**config.mk**
```make
export PLATFORM = sky130hd
export DESIGN_NAME = cci_mpf_csr_mgr
export DESIGN_NICKNAME = d
export VERILOG_FILES = /design/src/rtl/cci_mpf_csr_mgr.sv
export SDC_FILE = /design/constraint.sdc
export NUM_CORES = 1
export LEC_CHECK = 0
export ABC_CLOCK_PERIOD_IN_PS = 7210
export CAP_MARGIN = 20
export CORE_MARGIN = 10
export CORE_UTILIZATION = 56
export CTS_CLUSTER_DIAMETER = 150
export DETAILED_ROUTE_END_ITERATION = 7
export PLACE_DENSITY = 0.86
export SLEW_MARGIN = 15
export SYNTH_ARGS = -nofsm -noshare
export SYNTH_HDL_FRONTEND = slang
export SYNTH_SLANG_ARGS = --single-unit
```
**constraint.sdc**
```tcl
create_clock -name clk -period 7.21 [get_ports clk]
set_input_delay 0.721 -clock clk [delete_from_list [all_inputs] [get_ports clk]]
set_output_delay 0.721 -clock clk [all_outputs]
set_load 0.005 [all_outputs]
```
**src/rtl/cci_mpf_csr_mgr.sv**
```systemverilog
`default_nettype none
// ============================================================================
// Module   : cci_mpf_csr_mgr
// Purpose  : Manager end of the MPF CSR space. Decodes host MMIO writes into
//            shim configuration (VTP mode, page table base, VC map), counts
//            single-cycle shim event pulses, and answers host MMIO reads of
//            configuration, counters and WRO statistics. MMIO reads cannot be
//            back-pressured, so requests are buffered in a small queue and
//            answered one per cycle.
// Ports    : clk, reset_n (async, active low)
//            mmio_wr_*_i  : write strobe / byte address / 64-bit data
//            mmio_rd_*_i  : read strobe / byte address / transaction ID
//            mmio_rsp_*_o : read response strobe / echoed TID / 64-bit data
//            vtp_in_*_o   : VTP mode, page table base (line addr), base valid
//            vc_map_ctrl*_o : VC map control word and its 1-cycle valid pulse
//            vtp_out_event_*_i : event pulses; wro_out_num_*_i : WRO stats
// Options  : CCI_MPF_CSR_EVENT_SAT_EN - event counters saturate instead of
//            wrapping; STATUS bit1 flags that a counter hit saturation.
// Revision : 1.0  initial release
// ============================================================================
module cci_mpf_csr_mgr #(
   parameter int                     MMIO_ADDR_W = 16,
   parameter logic [MMIO_ADDR_W-1:0] CSR_BASE    = '0,
   parameter int                     TID_W       = 9,
   parameter int                     CNT_W       = 48,
   parameter int                     RDQ_DEPTH   = 4,
   parameter int                     MODE_W      = 2,
   parameter int                     CL_ADDR_W   = 42
) (
   input  logic                   clk,
   input  logic                   reset_n,
   input  logic                   mmio_wr_valid_i,
   input  logic [MMIO_ADDR_W-1:0] mmio_wr_addr_i,
   input  logic [63:0]            mmio_wr_data_i,
   input  logic                   mmio_rd_valid_i,
   input  logic [MMIO_ADDR_W-1:0] mmio_rd_addr_i,
   input  logic [TID_W-1:0]       mmio_rd_tid_i,
   output logic                   mmio_rsp_valid_o,
   output logic [TID_W-1:0]       mmio_rsp_tid_o,
   output logic [63:0]            mmio_rsp_data_o,
   output logic [MODE_W-1:0]      vtp_in_mode_o,
   output logic [CL_ADDR_W-1:0]   vtp_in_page_table_base_o,
   output logic                   vtp_in_page_table_base_valid_o,
   output logic [63:0]            vc_map_ctrl_o,
   output logic                   vc_map_ctrl_valid_o,
   input  logic                   vtp_out_event_4kb_hit_i,
   input  logic                   vtp_out_event_4kb_miss_i,
   input  logic                   vtp_out_event_2mb_hit_i,
   input  logic                   vtp_out_event_2mb_miss_i,
   input  logic                   vtp_out_event_pt_walk_busy_i,
   input  logic [63:0]            wro_out_num_writes_i,
   input  logic [63:0]            wro_out_num_reads_i,
   input  logic [63:0]            wro_out_num_write_conflicts_i,
   input  logic [63:0]            wro_out_num_read_conflicts_i
);

   localparam logic [63:0] CSR_ID    = 64'h4D50_4643_5352_0001;
   localparam int          NUM_EV    = 5;
   localparam int          PTR_W     = $clog2(RDQ_DEPTH);
   localparam logic [3:0]  IDX_STAT  = 4'd13;

   // Decoded register select: {in_window, 8-byte word index}.
   function automatic logic [4:0] decode(input logic [MMIO_ADDR_W-1:0] addr);
      logic [MMIO_ADDR_W-1:0] off;
      logic                   hit;
      off = addr - CSR_BASE;
      hit = (addr >= CSR_BASE) && (off < MMIO_ADDR_W'(112));
      return {hit, off[6:3]};
   endfunction

   logic [4:0] wr_sel, rd_sel;
   logic       wr_en;
   assign wr_sel = decode(mmio_wr_addr_i);
   assign rd_sel = decode(mmio_rd_addr_i);
   assign wr_en  = mmio_wr_valid_i && wr_sel[4];

   logic [NUM_EV-1:0] ev;
   assign ev = {vtp_out_event_pt_walk_busy_i, vtp_out_event_2mb_miss_i,
                vtp_out_event_2mb_hit_i, vtp_out_event_4kb_miss_i,
                vtp_out_event_4kb_hit_i};

   // ---------------- configuration / status registers ----------------
   logic [MODE_W-1:0]    mode_q;
   logic [CL_ADDR_W-1:0] base_q;
   logic                 base_valid_q;
   logic [63:0]          vcmap_q;
   logic                 vcmap_valid_q;
   logic                 ovf_q;
   logic                 stat_wr;
   logic                 rd_drop;
   assign stat_wr = wr_en && (wr_sel[3:0] == IDX_STAT);

   always_ff @(posedge clk or negedge reset_n) begin
      if (!reset_n) begin
         mode_q        <= '0;
         base_q        <= '0;
         base_valid_q  <= 1'b0;
         vcmap_q       <= '0;
         vcmap_valid_q <= 1'b0;
         ovf_q         <= 1'b0;
      end else begin
         vcmap_valid_q <= wr_en && (wr_sel[3:0] == 4'd3);
         if (wr_en && (wr_sel[3:0] == 4'd1)) mode_q <= mmio_wr_data_i[MODE_W-1:0];
         if (wr_en && (wr_sel[3:0] == 4'd2)) begin
            base_q       <= mmio_wr_data_i[CL_ADDR_W-1:0];
            base_valid_q <= 1'b1;
         end
         if (wr_en && (wr_sel[3:0] == 4'd3)) vcmap_q <= mmio_wr_data_i;
         // A drop in the same cycle as a clear must still be recorded.
         if (rd_drop)      ovf_q <= 1'b1;
         else if (stat_wr) ovf_q <= 1'b0;
      end
   end

   // ---------------- event counters ----------------
   logic [CNT_W-1:0] ctr_q [NUM_EV];
   logic [CNT_W-1:0] ctr_d [NUM_EV];
`ifdef CCI_MPF_CSR_EVENT_SAT_EN
   logic             sat_q;
   logic             sat_hit;
`endif

   always_comb begin
`ifdef CCI_MPF_CSR_EVENT_SAT_EN
      sat_hit = 1'b0;
`endif
      for (int i = 0; i < NUM_EV; i++) begin
         ctr_d[i] = ctr_q[i];
         if (wr_en && (wr_sel[3:0] == 4'(4 + i))) begin
            // Clear and event together leave the count at one.
            ctr_d[i] = CNT_W'(ev[i]);
         end else if (ev[i]) begin
`ifdef CCI_MPF_CSR_EVENT_SAT_EN
            if (&ctr_q[i]) sat_hit = 1'b1;
            else           ctr_d[i] = ctr_q[i] + 1'b1;
`else
            ctr_d[i] = ctr_q[i] + 1'b1;
`endif
         end
      end
   end

   always_ff @(posedge clk or negedge reset_n) begin
      if (!reset_n) begin
         for (int i = 0; i < NUM_EV; i++) ctr_q[i] <= '0;
      end else begin
         for (int i = 0; i < NUM_EV; i++) ctr_q[i] <= ctr_d[i];
      end
   end

`ifdef CCI_MPF_CSR_EVENT_SAT_EN
   always_ff @(posedge clk or negedge reset_n) begin
      if (!reset_n)     sat_q <= 1'b0;
      else if (sat_hit) sat_q <= 1'b1;
      else if (stat_wr) sat_q <= 1'b0;
   end
`endif

   // ---------------- read request queue ----------------
   logic [4:0]       rdq_sel_q [RDQ_DEPTH];
   logic [TID_W-1:0] rdq_tid_q [RDQ_DEPTH];
   logic [PTR_W-1:0] wptr_q, rptr_q;
   logic [PTR_W:0]   cnt_q;
   logic             rdq_deq;
   logic             rdq_enq;

   assign rdq_deq = (cnt_q != '0);
   // A full queue still accepts when its head leaves in the same cycle.
   assign rdq_enq = mmio_rd_valid_i && ((cnt_q != (PTR_W+1)'(RDQ_DEPTH)) || rdq_deq);
   assign rd_drop = mmio_rd_valid_i && !rdq_enq;

   always_ff @(posedge clk or negedge reset_n) begin
      if (!reset_n) begin
         for (int i = 0; i < RDQ_DEPTH; i++) begin
            rdq_sel_q[i] <= '0;
            rdq_tid_q[i] <= '0;
         end
         wptr_q <= '0;
         rptr_q <= '0;
         cnt_q  <= '0;
      end else begin
         if (rdq_enq) begin
            rdq_sel_q[wptr_q] <= rd_sel;
            rdq_tid_q[wptr_q] <= mmio_rd_tid_i;
            wptr_q            <= wptr_q + 1'b1;
         end
         if (rdq_deq) rptr_q <= rptr_q + 1'b1;
         case ({rdq_enq, rdq_deq})
            2'b10:   cnt_q <= cnt_q + 1'b1;
            2'b01:   cnt_q <= cnt_q - 1'b1;
            default: cnt_q <= cnt_q;
         endcase
      end
   end

   // ---------------- read data mux (sampled at dequeue) ----------------
   logic [4:0]  head_sel;
   logic [63:0] head_data;
   logic [63:0] status;

   always_comb begin
      status = 64'(ovf_q);
`ifdef CCI_MPF_CSR_EVENT_SAT_EN
      status[1] = sat_q;
`endif
   end

   assign head_sel = rdq_sel_q[rptr_q];

   always_comb begin
      head_data = '0;
      if (head_sel[4]) begin
         case (head_sel[3:0])
            4'd0:    head_data = CSR_ID;
            4'd1:    head_data = 64'(mode_q);
            4'd2:    head_data = 64'(base_q);
            4'd3:    head_data = vcmap_q;
            4'd4:    head_data = 64'(ctr_q[0]);
            4'd5:    head_data = 64'(ctr_q[1]);
            4'd6:    head_data = 64'(ctr_q[2]);
            4'd7:    head_data = 64'(ctr_q[3]);
            4'd8:    head_data = 64'(ctr_q[4]);
            4'd9:    head_data = wro_out_num_writes_i;
            4'd10:   head_data = wro_out_num_reads_i;
            4'd11:   head_data = wro_out_num_write_conflicts_i;
            4'd12:   head_data = wro_out_num_read_conflicts_i;
            4'd13:   head_data = status;
            default: head_data = '0;
         endcase
      end
   end

   logic             rsp_valid_q;
   logic [TID_W-1:0] rsp_tid_q;
   logic [63:0]      rsp_data_q;

   always_ff @(posedge clk or negedge reset_n) begin
      if (!reset_n) begin
         rsp_valid_q <= 1'b0;
         rsp_tid_q   <= '0;
         rsp_data_q  <= '0;
      end else begin
         rsp_valid_q <= rdq_deq;
         if (rdq_deq) begin
            rsp_tid_q  <= rdq_tid_q[rptr_q];
            rsp_data_q <= head_data;
         end
      end
   end

   assign mmio_rsp_valid_o               = rsp_valid_q;
   assign mmio_rsp_tid_o                 = rsp_tid_q;
   assign mmio_rsp_data_o                = rsp_data_q;
   assign vtp_in_mode_o                  = mode_q;
   assign vtp_in_page_table_base_o       = base_q;
   assign vtp_in_page_table_base_valid_o = base_valid_q;
   assign vc_map_ctrl_o                  = vcmap_q;
   assign vc_map_ctrl_valid_o            = vcmap_valid_q;

endmodule
`default_nettype wire

```
==> flow_summary.ini <==
[clock_tree]
post_cts_resize_count = 0
htree_levels = 2
cts_tree = built
clkTransAtPathRegs_ps = 70
cts_hold_buf = 0
cts.sinks = 488
cts_buffer_depth = 3
cts_setup_buffers = 0
clk-insertion-delay-late_ps = 650
cts_made_buffers = 53
clockRootBuffer = clkbuf_16

[floorplanning]
die_w_microns = 238
die_area_sq_mm = 0.0566
core.rowCount = 79
initial_core_util_pct = 56.8
pin_count = 554
die_h_microns = 238
fp.coreArea_sq_mm = 0.0468

[setup_path]
cp_slowest_cell = mux4_4
crit_chain = buf_4, mux4_4, nor2b_4, buf_4, a22oi_1, o221ai_1, a211oi_1, o21ai_0
cp_top_family = compound AO/OA/AOI/OAI gates
arrival_ps = 5460
worstPathRequired_ps = 7760
critical_path.most_common_cell = buf_4
critical_path_buf_inv_count = 2
cpPeakStageDelay_ps = 1060
cp-end-kind = flop
cp_max_fo = 43
cp-start-kind = flop
path_class = reg2reg

[yosys]
synth_edf_count = 0
synthFlopType = dfrtp_1
synthTopCellsByArea = dfrtp_1 (46%), mux2_2 (7.7%), xor2_1 (4.2%)
synthTopCellsByCount = dfrtp_1 (488), nor2_1 (263), nand2_1 (206)
yosysUniqueCellTypes = 80
mappedNetlistNets = 3008
avgSynthCellArea_sq_um = 10.1
synth_top_area_share_pct = 46.0
synth_warnings = 0
synthesis.area_sq_mm = 0.0266
ys_ff_latch = 488
async_reset_ff_share_pct = 100
netlist_instances = 2627
yosysMostFrequentCell = dfrtp_1
yosysTopAreaCell = dfrtp_1
seq_area_frac_synth_pct = 46.0

[power_and_ir_drop]
p_per_area_mw_per_mm2 = 376
vdd_ir_drop_max_uv = 417
p_leak_nw = 14.5
power_mw = 13.0

[routing]
vias_per_cell = 6.98
wire_per_inst_microns = 34.5
vias = 26300
dr.pass1.iters = 6
drc = 0
antenna_left = 0
routed_wl_microns = 130000
drtIter0Drc = 3842

[finish]
finalNetCount = 3489
syn2layout_area_growth_pct = 29.6
layout-drive-gt1-share_pct = 12.3
n_fill_cell = 3133

[placement]
dp_hpwl_microns = 96700
gp_congestion = 1.02
io_buffer_count = 547

[timing]
setup_viol = 0
relSlewSlack_pct = 25.7
drv_slew = 0
grt_setup_unrepaired = no
worst_pin_slew_ps = 1120
setup_tns_ps = 0
skew_ps = 44.2
fin_crit_sh_pct = 68.1
fmax_mhz = 204
hold_viol = 0
fin_crit_ps = 4910

[global_route]
grt_use_total_pct = 44.5
grt_use_met3_pct = 13.5
grt-ovfl-total = 0
antenna_found_initial = 10
grt_pass1_vias = 26000
grt_pass1_wl_microns = 184000
met1_usage_pct = 51.8
grt.busiest_layer = met2
grt_max_degree = 133
grt_util_met2_pct = 67.9

[min_path]
hold_path_class = in2async

[run]
drv_cap = 0

[outcome]
status = completed
## cell families after synthesis
kind of cell,Yosys count,synth area share (%)
buffers and inverters,207,3.48
multiplexers,274,12.0
AND/OR/NAND/NOR,906,17.2
XOR/XNOR,196,6.46
adder cells (fa/ha/maj),11,0.546
AO/OA/AOI/OAI,545,14.3
flip-flops,488,46.0
## area by class of cell
| type | instances | area, sq um | area share [%] |
|---|---|---|---|
| multi-input cells | 1932 | 13600 | 39.4 |
| flip-flops and latches | 488 | 12200 | 35.5 |
| repair buffers | 594 | 5880 | 17.1 |
| clock buffers | 75 | 1530 | 4.44 |
| well taps | 607 | 759 | 2.21 |
| clock inverters | 24 | 325 | 0.945 |
| inverters | 39 | 146 | 0.425 |
| diodes | 9 | 22.5 | 0.0654 |
## registers in the layout, summed over array words and instances, names as in the netlist
name / cells
vc_map_ctrl_o: 64
vtp_in_page_table_base_valid_o: 1
rdq_sel_q: 20
mmio_rsp_tid_o: 9
vc_map_ctrl_valid_o: 1
rdq_tid_q: 36
cnt_q: 3
vtp_in_page_table_base_o: 42
rptr_q: 2
ovf_q: 1
ctr_q: 240
mmio_rsp_valid_o: 1
vtp_in_mode_o: 2
wptr_q: 2
mmio_rsp_data_o: 64
## metrics by stage
stage	util, %	hold WS [ps]	instances	instance area, sq um	setup slack (ps)
global route	73.6	245	3762	34400	2190
finish	73.6	150	3768	34400	2300
global placement	69.5	449	3656	32500	2560
detailed placement	69.5	463	3656	32500	2460
floorplan	-	425	2627	26600	4550
CTS	73.5	221	3755	34400	2440
## power breakdown
part	internal [mW]	switching, mW	leakage [nW]
clock	1.70	1.23	0.909
combinational	2.08	4.53	7.05
sequential	3.04	0.372	6.51
## cell usage in the layout, fill, tap and decap left out, drive strengths merged, types with 15 or more instances in the layout
| cell | count |
|---|---|
| a22oi | 89 |
| nor2 | 264 |
| a32oi | 21 |
| a211oi | 17 |
| nor4 | 27 |
| a221oi | 43 |
| mux2 | 183 |
| mux2i | 73 |
| xnor2 | 70 |
| o21ai | 104 |
| xor2 | 126 |
| nor3 | 46 |
| dfrtp | 488 |
| nand2 | 207 |
| and3 | 37 |
| mux4 | 18 |
| clkbuf | 76 |
| nand4 | 78 |
| inv | 39 |
| or3 | 40 |
| o22ai | 33 |
| and4 | 26 |
| clkinv | 15 |
| o211ai | 24 |
| a22o | 55 |
| nor2b | 16 |
| a21oi | 89 |
| nand3 | 105 |
| clkdlybuf4s50 | 546 |
| buf | 46 |
## routing by layer
metal  wire [microns]  vias up
li1                 -    10700
met1            44600    13000
met2            57000     2082
met3            15600      525
met4            12600       10
met5               69        -
## worst paths after layout
path / cells after the start / end / from / slack (ps)
worst max-delay path: 8 / mmio_rsp_data_o[12]$_DFFE_PN0P_ / rptr_q[0]$_DFFE_PN0P_ / 2300
worst min-delay path: 1 / mmio_rsp_data_o[48]$_DFFE_PN0P_ / reset_n / 150
worst max register to register: 8 / mmio_rsp_data_o[12]$_DFFE_PN0P_ / rptr_q[0]$_DFFE_PN0P_ / 2300
worst min register to register: 2 / mmio_rsp_data_o[62]$_DFFE_PN0P_ / mmio_rsp_data_o[62]$_DFFE_PN0P_ / 480
max in group asynchronous: 2 / rdq_tid_q[18]$_DFFE_PN0P_ / reset_n / 5400
min in group clk: 2 / mmio_rsp_data_o[62]$_DFFE_PN0P_ / mmio_rsp_data_o[62]$_DFFE_PN0P_ / 480
No activity file was read; power rests on OpenSTA's default activity.
